## src/rtl/scheduler_pkg.sv

```systemverilog
// Shared types and default widths for the MemorEDF scheduler family.
// The EDF_MISS_COUNT_EN macro (used by edf_scheduler) adds per-queue deadline-miss counters.
package scheduler_pkg;

  localparam int DEFAULT_NUMBER_OF_QUEUES  = 4;
  localparam int DEFAULT_REGISTER_SIZE     = 32;
  localparam int DEFAULT_MISS_COUNTER_SIZE = 16;

  typedef enum logic [1:0] {
    INIT  = 2'd0,
    IDLE  = 2'd1,
    OFFER = 2'd2
  } state_t;

  typedef logic [DEFAULT_REGISTER_SIZE-1:0] deadline_t;

endpackage

```

## src/rtl/edf_min_finder.sv

```systemverilog
// Combinational argmin over masked deadlines; ties go to the lowest index.
// Shared by the EDF scheduler and later fixed-priority / hybrid variants.
module edf_min_finder #(
  parameter int NUMBER_OF_QUEUES = 4,
  parameter int REGISTER_SIZE    = 32,
  localparam int INDEX_WIDTH     = (NUMBER_OF_QUEUES > 1) ? $clog2(NUMBER_OF_QUEUES) : 1
) (
  input  logic [NUMBER_OF_QUEUES*REGISTER_SIZE-1:0] deadlines,
  input  logic [NUMBER_OF_QUEUES-1:0]               mask,
  output logic                                      found,
  output logic [INDEX_WIDTH-1:0]                    index
);

  logic [REGISTER_SIZE-1:0] deadline_w [NUMBER_OF_QUEUES];
  logic [REGISTER_SIZE-1:0] best_value;

  generate
    for (genvar gi = 0; gi < NUMBER_OF_QUEUES; gi++) begin : g_unpack
      assign deadline_w[gi] = deadlines[gi*REGISTER_SIZE +: REGISTER_SIZE];
    end
  endgenerate

  // Strict less-than keeps the earliest index on equal deadlines.
  always_comb begin
    found      = 1'b0;
    index      = '0;
    best_value = '0;
    for (int i = 0; i < NUMBER_OF_QUEUES; i++) begin
      if (mask[i] && (!found || deadline_w[i] < best_value)) begin
        found      = 1'b1;
        index      = INDEX_WIDTH'(i);
        best_value = deadline_w[i];
      end
    end
  end

endmodule

```

## src/rtl/edf_scheduler.sv

```systemverilog
// Earliest-Deadline-First arbiter offering the most urgent non-empty queue over valid/ready.
// Define EDF_MISS_COUNT_EN to add the per-queue deadline-miss counters on the misses port.
module edf_scheduler
  import scheduler_pkg::*;
#(
  parameter int NUMBER_OF_QUEUES  = DEFAULT_NUMBER_OF_QUEUES,
  parameter int REGISTER_SIZE     = DEFAULT_REGISTER_SIZE,
  parameter int MISS_COUNTER_SIZE = DEFAULT_MISS_COUNTER_SIZE,
  localparam int SEL_WIDTH        = $clog2(NUMBER_OF_QUEUES)
) (
  input  logic                                          clock,
  input  logic                                          reset,
  input  logic [NUMBER_OF_QUEUES*REGISTER_SIZE-1:0]     period,
  input  logic [NUMBER_OF_QUEUES-1:0]                   empty,
  input  logic                                          ready,
  output logic                                          valid,
`ifdef EDF_MISS_COUNT_EN
  output logic [NUMBER_OF_QUEUES*MISS_COUNTER_SIZE-1:0] misses,
`endif
  output logic [SEL_WIDTH-1:0]                          selection
);

  generate
    if (NUMBER_OF_QUEUES < 2 || REGISTER_SIZE < 1 || MISS_COUNTER_SIZE < 1) begin : g_bad_param
      $error("edf_scheduler: unsupported parameter combination");
    end
  endgenerate

  state_t                       state_reg;
  logic                         valid_reg;
  logic [SEL_WIDTH-1:0]         selection_reg;
  logic [REGISTER_SIZE-1:0]     d_reg      [NUMBER_OF_QUEUES];
  logic [REGISTER_SIZE-1:0]     d_next     [NUMBER_OF_QUEUES];
  logic [REGISTER_SIZE-1:0]     period_w   [NUMBER_OF_QUEUES];
  logic [NUMBER_OF_QUEUES*REGISTER_SIZE-1:0] d_flat;
  logic                         min_found;
  logic [SEL_WIDTH-1:0]         min_index;
  logic                         grant;

  assign grant = (state_reg == OFFER) && valid_reg && ready;

  generate
    for (genvar gi = 0; gi < NUMBER_OF_QUEUES; gi++) begin : g_queue
      assign period_w[gi] = period[gi*REGISTER_SIZE +: REGISTER_SIZE];
      assign d_flat[gi*REGISTER_SIZE +: REGISTER_SIZE] = d_reg[gi];
      assign d_next[gi] = (d_reg[gi] == '0) ? '0 : d_reg[gi] - REGISTER_SIZE'(1);
    end
  endgenerate

  edf_min_finder #(
    .NUMBER_OF_QUEUES (NUMBER_OF_QUEUES),
    .REGISTER_SIZE    (REGISTER_SIZE)
  ) u_min_finder (
    .deadlines (d_flat),
    .mask      (~empty),
    .found     (min_found),
    .index     (min_index)
  );

  always_ff @(posedge clock) begin
    if (reset) begin
      state_reg     <= INIT;
      valid_reg     <= 1'b0;
      selection_reg <= '0;
      for (int i = 0; i < NUMBER_OF_QUEUES; i++) d_reg[i] <= '0;
    end else begin
      case (state_reg)
        INIT: begin
          for (int i = 0; i < NUMBER_OF_QUEUES; i++) d_reg[i] <= period_w[i];
          state_reg <= IDLE;
        end
        IDLE: begin
          for (int i = 0; i < NUMBER_OF_QUEUES; i++) d_reg[i] <= d_next[i];
          if (min_found) begin
            selection_reg <= min_index;
            valid_reg     <= 1'b1;
            state_reg     <= OFFER;
          end
        end
        OFFER: begin
          for (int i = 0; i < NUMBER_OF_QUEUES; i++) d_reg[i] <= d_next[i];
          // Grant beats withdrawal; the reload overrides the decrement above.
          if (ready) begin
            d_reg[selection_reg] <= period_w[selection_reg];
            valid_reg            <= 1'b0;
            state_reg            <= IDLE;
          end else if (empty[selection_reg]) begin
            valid_reg <= 1'b0;
            state_reg <= IDLE;
          end
        end
        default: begin
          valid_reg <= 1'b0;
          state_reg <= INIT;
        end
      endcase
    end
  end

  assign valid     = valid_reg;
  assign selection = selection_reg;

`ifdef EDF_MISS_COUNT_EN
  logic [MISS_COUNTER_SIZE-1:0] misses_reg [NUMBER_OF_QUEUES];

  generate
    for (genvar gi = 0; gi < NUMBER_OF_QUEUES; gi++) begin : g_miss
      // A miss is a pending queue whose deadline expires without being granted.
      logic miss_event;
      assign miss_event = (state_reg != INIT) && (d_reg[gi] == REGISTER_SIZE'(1)) && !empty[gi]
                          && !(grant && (selection_reg == SEL_WIDTH'(gi)));

      always_ff @(posedge clock) begin
        if (reset) begin
          misses_reg[gi] <= '0;
        end else if (miss_event && (misses_reg[gi] != '1)) begin
          misses_reg[gi] <= misses_reg[gi] + MISS_COUNTER_SIZE'(1);
        end
      end

      assign misses[gi*MISS_COUNTER_SIZE +: MISS_COUNTER_SIZE] = misses_reg[gi];
    end
  endgenerate
`endif

endmodule
```

## config.mk

```make
export PLATFORM = sky130hd
export DESIGN_NAME = edf_scheduler
export DESIGN_NICKNAME = d
export VERILOG_FILES = /design/src/rtl/scheduler_pkg.sv /design/src/rtl/edf_min_finder.sv /design/src/rtl/edf_scheduler.sv
export SDC_FILE = /design/constraint.sdc
export NUM_CORES = 1
export LEC_CHECK = 0
export CELL_PAD_IN_SITES_DETAIL_PLACEMENT = 2
export CELL_PAD_IN_SITES_GLOBAL_PLACEMENT = 2
export CORE_MARGIN = 1.5
export CORE_UTILIZATION = 36
export CTS_CLUSTER_DIAMETER = 150
export CTS_CLUSTER_SIZE = 30
export DETAILED_ROUTE_END_ITERATION = 10
export HOLD_SLACK_MARGIN = 0.1
export PLACE_DENSITY_LB_ADDON = 0.1
export SYNTH_ARGS = -nofsm -noshare
export SYNTH_HDL_FRONTEND = slang
export SYNTH_SLANG_ARGS = --single-unit
```

## constraint.sdc

```tcl
create_clock -name clock -period 8.64 [get_ports clock]
set_input_delay 1.728 -clock clock [delete_from_list [all_inputs] [get_ports clock]]
set_output_delay 1.728 -clock clock [all_outputs]
set_load 0.01 [all_outputs]
```

Yosys cells after proc, flatten, opt, wreduce, memory -nomap -nowiden
Memories as Yosys holds them, arrays and structs flattened. Index checks and enable logic that the tools add are counted.

ROM bits: 0. Memories kept: 1. Word-level logic and storage cells: 103. Input port bits: 135. Memory bits (writable): 128. Bits in latches: 0. Register bits after elaboration: 5. Output and inout bits: 3.

Memory list: d_reg (depth 4, width 32, rd ports 4, clocked after memory_dff 0, write ports 5, line edf_scheduler.sv:32) `logic [REGISTER_SIZE-1:0] d_reg [NUMBER_OF_QUEUES];`.

Add/sub/neg operators: 4. Shift-type cells: 0. Reduce and logical (&&, ||, !) cells: 17. Multiplexer cells: 54. Divide/modulo/power cells: 0. Bitwise gates (word level): 15. Magnitude comparators: 5. Multiply operators: 0. Equality and inequality tests: 4.

Operators by type and width (count): 32-bit two-way mux (21); 32-bit logical NOT (4); 32-bit by 1-bit subtractor with 32-bit output (second input constant) (4); 32-bit < comparator (3); 32-bit binary-select mux with 2-bit select (1); 1-bit two-way mux (24); 1-bit OR (12); 2-bit two-way mux (5); 2-bit one-hot mux with 3 select lines (1); 4-bit inverter (1); 2-bit AND reduction (2); 3-bit greater-or-equal comparator (second input constant) (1); 1-bit logical AND (3); 1-bit logical NOT (3); 1-bit logical OR (3); 2-bit by 3-bit < comparator with 1-bit output (second input constant) (1); 3-bit by 2-bit inequality test with 1-bit output (second input constant) (1); 2-bit inverter with 3-bit output (1); 1-bit one-hot mux with 3 select lines (1); 3-bit AND reduction (1); 1-bit binary-select mux with 2-bit select (1); 2-bit by 1-bit == test with 1-bit output (second input constant) (1); 2-bit == test (second input constant) (1); 2-bit logical NOT (1); 2 further kinds (2).

Depth between registers and ports, before layout
Word-level depth: 16. Mapped depth: 31. Mapped depth without buffers: 27.

Hierarchy
From an unflattened synthesis, not the netlist that was laid out.

Cells, all modules: 1459. Area total of the unflattened synthesis: 12959.9 sq um.

By module, submodules not included: edf_scheduler (area each 9989.6 sq um, seq. area each 3943.8 sq um, cells an instance 1053, times used 1); edf_min_finder (area each 2970.3 sq um, seq. area each 0.0 sq um, cells an instance 406, times used 1).

Worst setup path after synthesis
No wires, ideal clock.

Path kind: input to register. From: in empty[0]. To: reg selection_reg[1], in the netlist selection[1]. Buffers on the path: 4. Path slack: 0.665 ns. Required time: 8.505 ns. Data arrival time: 7.839 ns. Setup time: 0.135 ns. Stages: 27. Cells stage by stage: clkbuf_1 -> clkbuf_1 -> nand2b_1 -> ha_1 -> a21oi_1 -> o21ai_0 -> a221oi_1 -> a31oi_1 -> nor3_2 -> clkbuf_1 -> a21oi_1 -> ha_1 -> nand4_1 -> nor4_1 -> o21ai_0 -> or3_1 -> o21ai_2 -> buf_4 -> mux2_2 -> ha_1 -> nand4_1 -> nor3_1 -> nand2_1 -> or4_1 -> or3_1 -> o211ai_1 -> a221oi_1.

Longest elaborated chain between the ends: 15. Elaborated cells on any way between the ends: 23. Classes of those cells: 3 x order compare; 9 x mux; 1 x bitwise; 10 x reduce/logical.

Ends and longest elaborated chain: start: declaration (line edf_scheduler.sv:14) `input logic [NUMBER_OF_QUEUES-1:0] empty,`; 4-bit inverter * (line edf_scheduler.sv:55) `.mask (~empty),`; 32-bit two-way mux / 1-bit two-way mux (equally long branches) (line edf_min_finder.sv:29) `if (mask[i] && (!found || deadline_w[i] < best_value)) begin`; 32-bit < comparator / 1-bit logical NOT (equally long branches) (line edf_min_finder.sv:29); 1-bit logical OR (line edf_min_finder.sv:29); 1-bit logical AND (line edf_min_finder.sv:29); 32-bit two-way mux / 1-bit two-way mux (equally long branches) (line edf_min_finder.sv:29); 32-bit < comparator / 1-bit logical NOT (equally long branches) (line edf_min_finder.sv:29); 1-bit logical OR (line edf_min_finder.sv:29); 1-bit logical AND (line edf_min_finder.sv:29); 32-bit two-way mux / 1-bit two-way mux (equally long branches) (line edf_min_finder.sv:29); 32-bit < comparator / 1-bit logical NOT (equally long branches) (line edf_min_finder.sv:29); 1-bit logical OR (line edf_min_finder.sv:29); 1-bit logical AND (line edf_min_finder.sv:29); 1-bit two-way mux (line edf_min_finder.sv:29); 2-bit AND reduction (no source line); end signal: assignment (line edf_scheduler.sv:75) `selection_reg <= min_index;`; end: declaration (line edf_scheduler.sv:31) `logic [SEL_WIDTH-1:0] selection_reg;`.

Mark *: on every way between the ends. The rest lies on a longest branch, timed or not. A chain may end at the register's enable or synchronous reset.

Final worst setup path
Same ends and word-level chain as after synthesis.

==> run metrics <==
run status=completed; Via density=6.23; ys flop type=edfxtp_1; CTS tree=yes; Critical path origin=empty[0]; total power draw=2960 µW; hold buffers post-CTS=0; Detailed Place HPWL=39.8 mm; PnR worst setup slack=0.324 ns; first-pass GRT wire length=83.1 mm; clock tree buffer depth=2; Compound-Gate Fraction of Synth Area=19.0%; Ant. Diodes=0; Most Used Layer, Global Route=met2; Initial Util=36.8%; total gr overflow=0; Slew Viols, Final=0; R2R Setup Slk=1.84 ns; clock tree sinks=133; drt drc=0; maximum VDD drop=0.150 mV; Worst Path Arrival=8.61 ns; cell area after layout=15900 µm²; vias in the first global route=14.3k; largest net degree at the start of global routing=79; Worst path max stage delay=0.58 ns; IO Count=138; final clock period utilization by the worst path=96.3%; FF/Latch Area=3950 µm²; met3 Resource Use GR=4.02%; Synth Area per Inst=8.61 µm²; post-synthesis sequential area ratio=30.9%; share of layout cells above drive strength 1=13.6%; Post-synth EDFFs=128; Pleak=0.00582 µW; die width=191 µm; endpoints failing setup=0; Post-Syn Area=12800 µm²; Crit Reg-Reg Endpoint=selection[1]; drt pass-1 iters=4; Layout fillers=3816; clk_lat worst skew=0.46 ns; DR iter-0 viols=632; post-synthesis mux area share=3.97%; worst rel slew slack=9.89%; Pwr per Cell Area=186 nW/µm²; Final Critical Period=8.32 ns; Mapped Nets=1715; Rows=68; DP Cell Count=2083; startpoint types=input pin; Syn Inst Count=1481; max reg flops=128; critical path required time=8.94 ns; Final Hold Vio Count=0; layout net count=1882; Max-cap violations=0; die area=36600 µm²; Core ar.=34700 µm²; Simple-Gate Fraction of Synth Area=24.2%; FMAX=120 MHz; Yosys cell types=74; met2 usage=52.9%; Post-Synth XOR/XNOR Area=7.55%; Post-Route WL=54.6 mm; actual slew at the worst max-slew pin=1.34 ns; Multi-input gate area=8390 µm²; GRT Overall Usage=30.0%; Worst R2R Start=d_reg[0][31]; crit path kind=in -> reg; CP max FO=29; TritonCTS buffer count=17; most used cell, CP=buf_12; clk_skew=0.0137 ns; clk slew on worst S/H paths=0.06 ns; Vias=13.2k; async set-reset flop share out of synthesis=0%; root buffer cell=clkbuf_16; Non-Filler Instances=2116; DP Worst Slack=-0.559 ns; Synth Register Bits=133; WL/cell=25.8 µm; Final Wtd Congestion=0.895; initial antenna violation count=0; Buffers on Ports=137; Yosys warning count=0; Area Overhead vs Synth=24.8%; Cell Area, Placed=15200 µm²; hold crit path type=reg -> reg; DRT antenna net count=0; H-tree levels=4; Die Y=191 µm; Slowest cell on crit path=or4_4; FF-to-FF path depth=31; main combinational cell family by area after synthesis=simple AND/OR/NAND/NOR gates; Synth Area in Adders=9.71%; GR met1 Demand/Resource=37.1%; Crit. End Element=register; Critical Path End=selection[1]
[kinds of logic (layout without fill, tap and decap cells)]
| kind of cell | count (synthesis) | after routing |
|---|---|---|
| AOI/OAI and AO/OA | 394 | 394 |
| xor gates and xnor gates | 110 | 110 |
| adders and majority gates | 99 | 99 |
| buffers and inverters | 152 | 332 |
| and+or+nand+nor | 553 | 553 |
| DFF | 133 | 133 |
| muxes | 40 | 40 |
[through the flow]
| stage | utilization (%) | hold WS [ns] | TNS (ns) |
|---|---|---|---|
| finish | 45.9 | 0.572 | 0 |
| global route | 45.9 | 0.595 | -0.0175 |
| CTS | 45.5 | 0.579 | 0 |
| detailed placement | 43.8 | 0.570 | -1.09 |
| global placement | 43.8 | 0.532 | -0.522 |
| floorplan | - | 0.499 | 0 |
[final cells by class]
cell class	count	area share [%]
timing repair buffer	246	14.1
clock buffer	21	2.77
clock inverter	11	0.841
multi-input combinational	1196	52.7
inverter	54	1.27
sequential	133	24.8
tap	455	3.57
[layout by cell type (no fill, tap or decap), types with 5 or more instances in the layout]
cell / n
nor2_1: 137
o21ai_0: 83
xor2_1: 45
edfxtp_1: 128
a22oi_1: 58
a41oi_1: 11
nand2_1: 71
mux4_2: 5
nor3_2: 6
nand2b_1: 38
nand3b_1: 8
or3_1: 15
a21o_1: 9
a221oi_1: 20
o21ai_1: 16
or4_1: 5
nor3_1: 48
xnor2_1: 65
a21oi_1: 144
or2_2: 5
o21a_1: 8
buf_4: 105
clkbuf_16: 17
clkdlybuf4s50_1: 137
nand3_1: 25
inv_1: 53
nor4_2: 7
nor4_1: 21
ha_1: 98
mux2_2: 35
nor4b_1: 36
nand4_1: 89
a211oi_1: 6
[power by group]
part	switching (µW)	internal, µW
Clock	315	450
Combinational	691	527
Sequential	165	814
Total	1170	1790
[worst min-delay path by stage]
stage               startpoint     to  cells past startpoint
global placement         valid  valid                      2
finish                   valid  valid                      2
CTS                      valid  valid                      2
global route             valid  valid                      2
floorplan                valid  valid                      2
detailed placement       valid  valid                      2
[critical path, delay by kind of cell]
kind            cells  cell delay, ns
mux                 1            0.29
compound gates     11            1.78
fa+ha+maj           3            0.92
buf+inv             8            1.56
simple gates       10            2.29
[cell usage after synthesis, types with 3 or more instances]
library cell  instances  area share, %
or3_1                15           0.74
o41ai_1               3           0.21
a211oi_1              8           0.47
nand3b_1              8           0.47
nor4_1               26            1.3
mux2_2               35            3.1
o211ai_1              4           0.24
buf_1                 3          0.088
nand4_1              89            4.4
nor3_2                4           0.31
a31oi_1               5           0.25
o21ai_1              14           0.55
a22oi_1              59            3.5
nor2_1              139            4.1
xnor2_1              65            4.5
nor3b_1               4           0.24
buf_2                 3           0.12
or2_2                 5           0.25
ha_1                 99            9.7
or4_4                 3           0.26
nor3_1               51            2.0
a21o_1                9           0.53
o21a_1                8           0.47
o21ai_0              85            3.3
nand2b_1             38            1.9
nand4b_1              3           0.21
a21oi_1             147            5.8
dfxtp_1               5           0.78
and4b_1               3           0.24
edfxtp_1            128             30
a221oi_1             21            1.4
nor4b_1              38            2.6
mux4_2                5           0.88
nor4_4                3           0.50
nand2_1              71            2.1
nor2b_1               4           0.20
nand3_1              26            1.0
inv_1                53            1.6
a41oi_1              11           0.76
xor2_1               45            3.1
or4_1                 6           0.35
buf_4                 7           0.41
clkbuf_1             85            2.5
[what timing repair did]
item | CTS | global route
pin swaps | 0 | 3
resized for setup | 3 | 22
setup buffers | 0 | 1
endpoints found under the setup margin | 2 | 2
[per-layer routing]
layer | share of wire (%) | wire, µm
met5 | 0 | 0
met4 | 3.0 | 1670
met3 | 3.7 | 2000
met2 | 50 | 27400
met1 | 43 | 23500
Power figures use the tool's default switching activity.
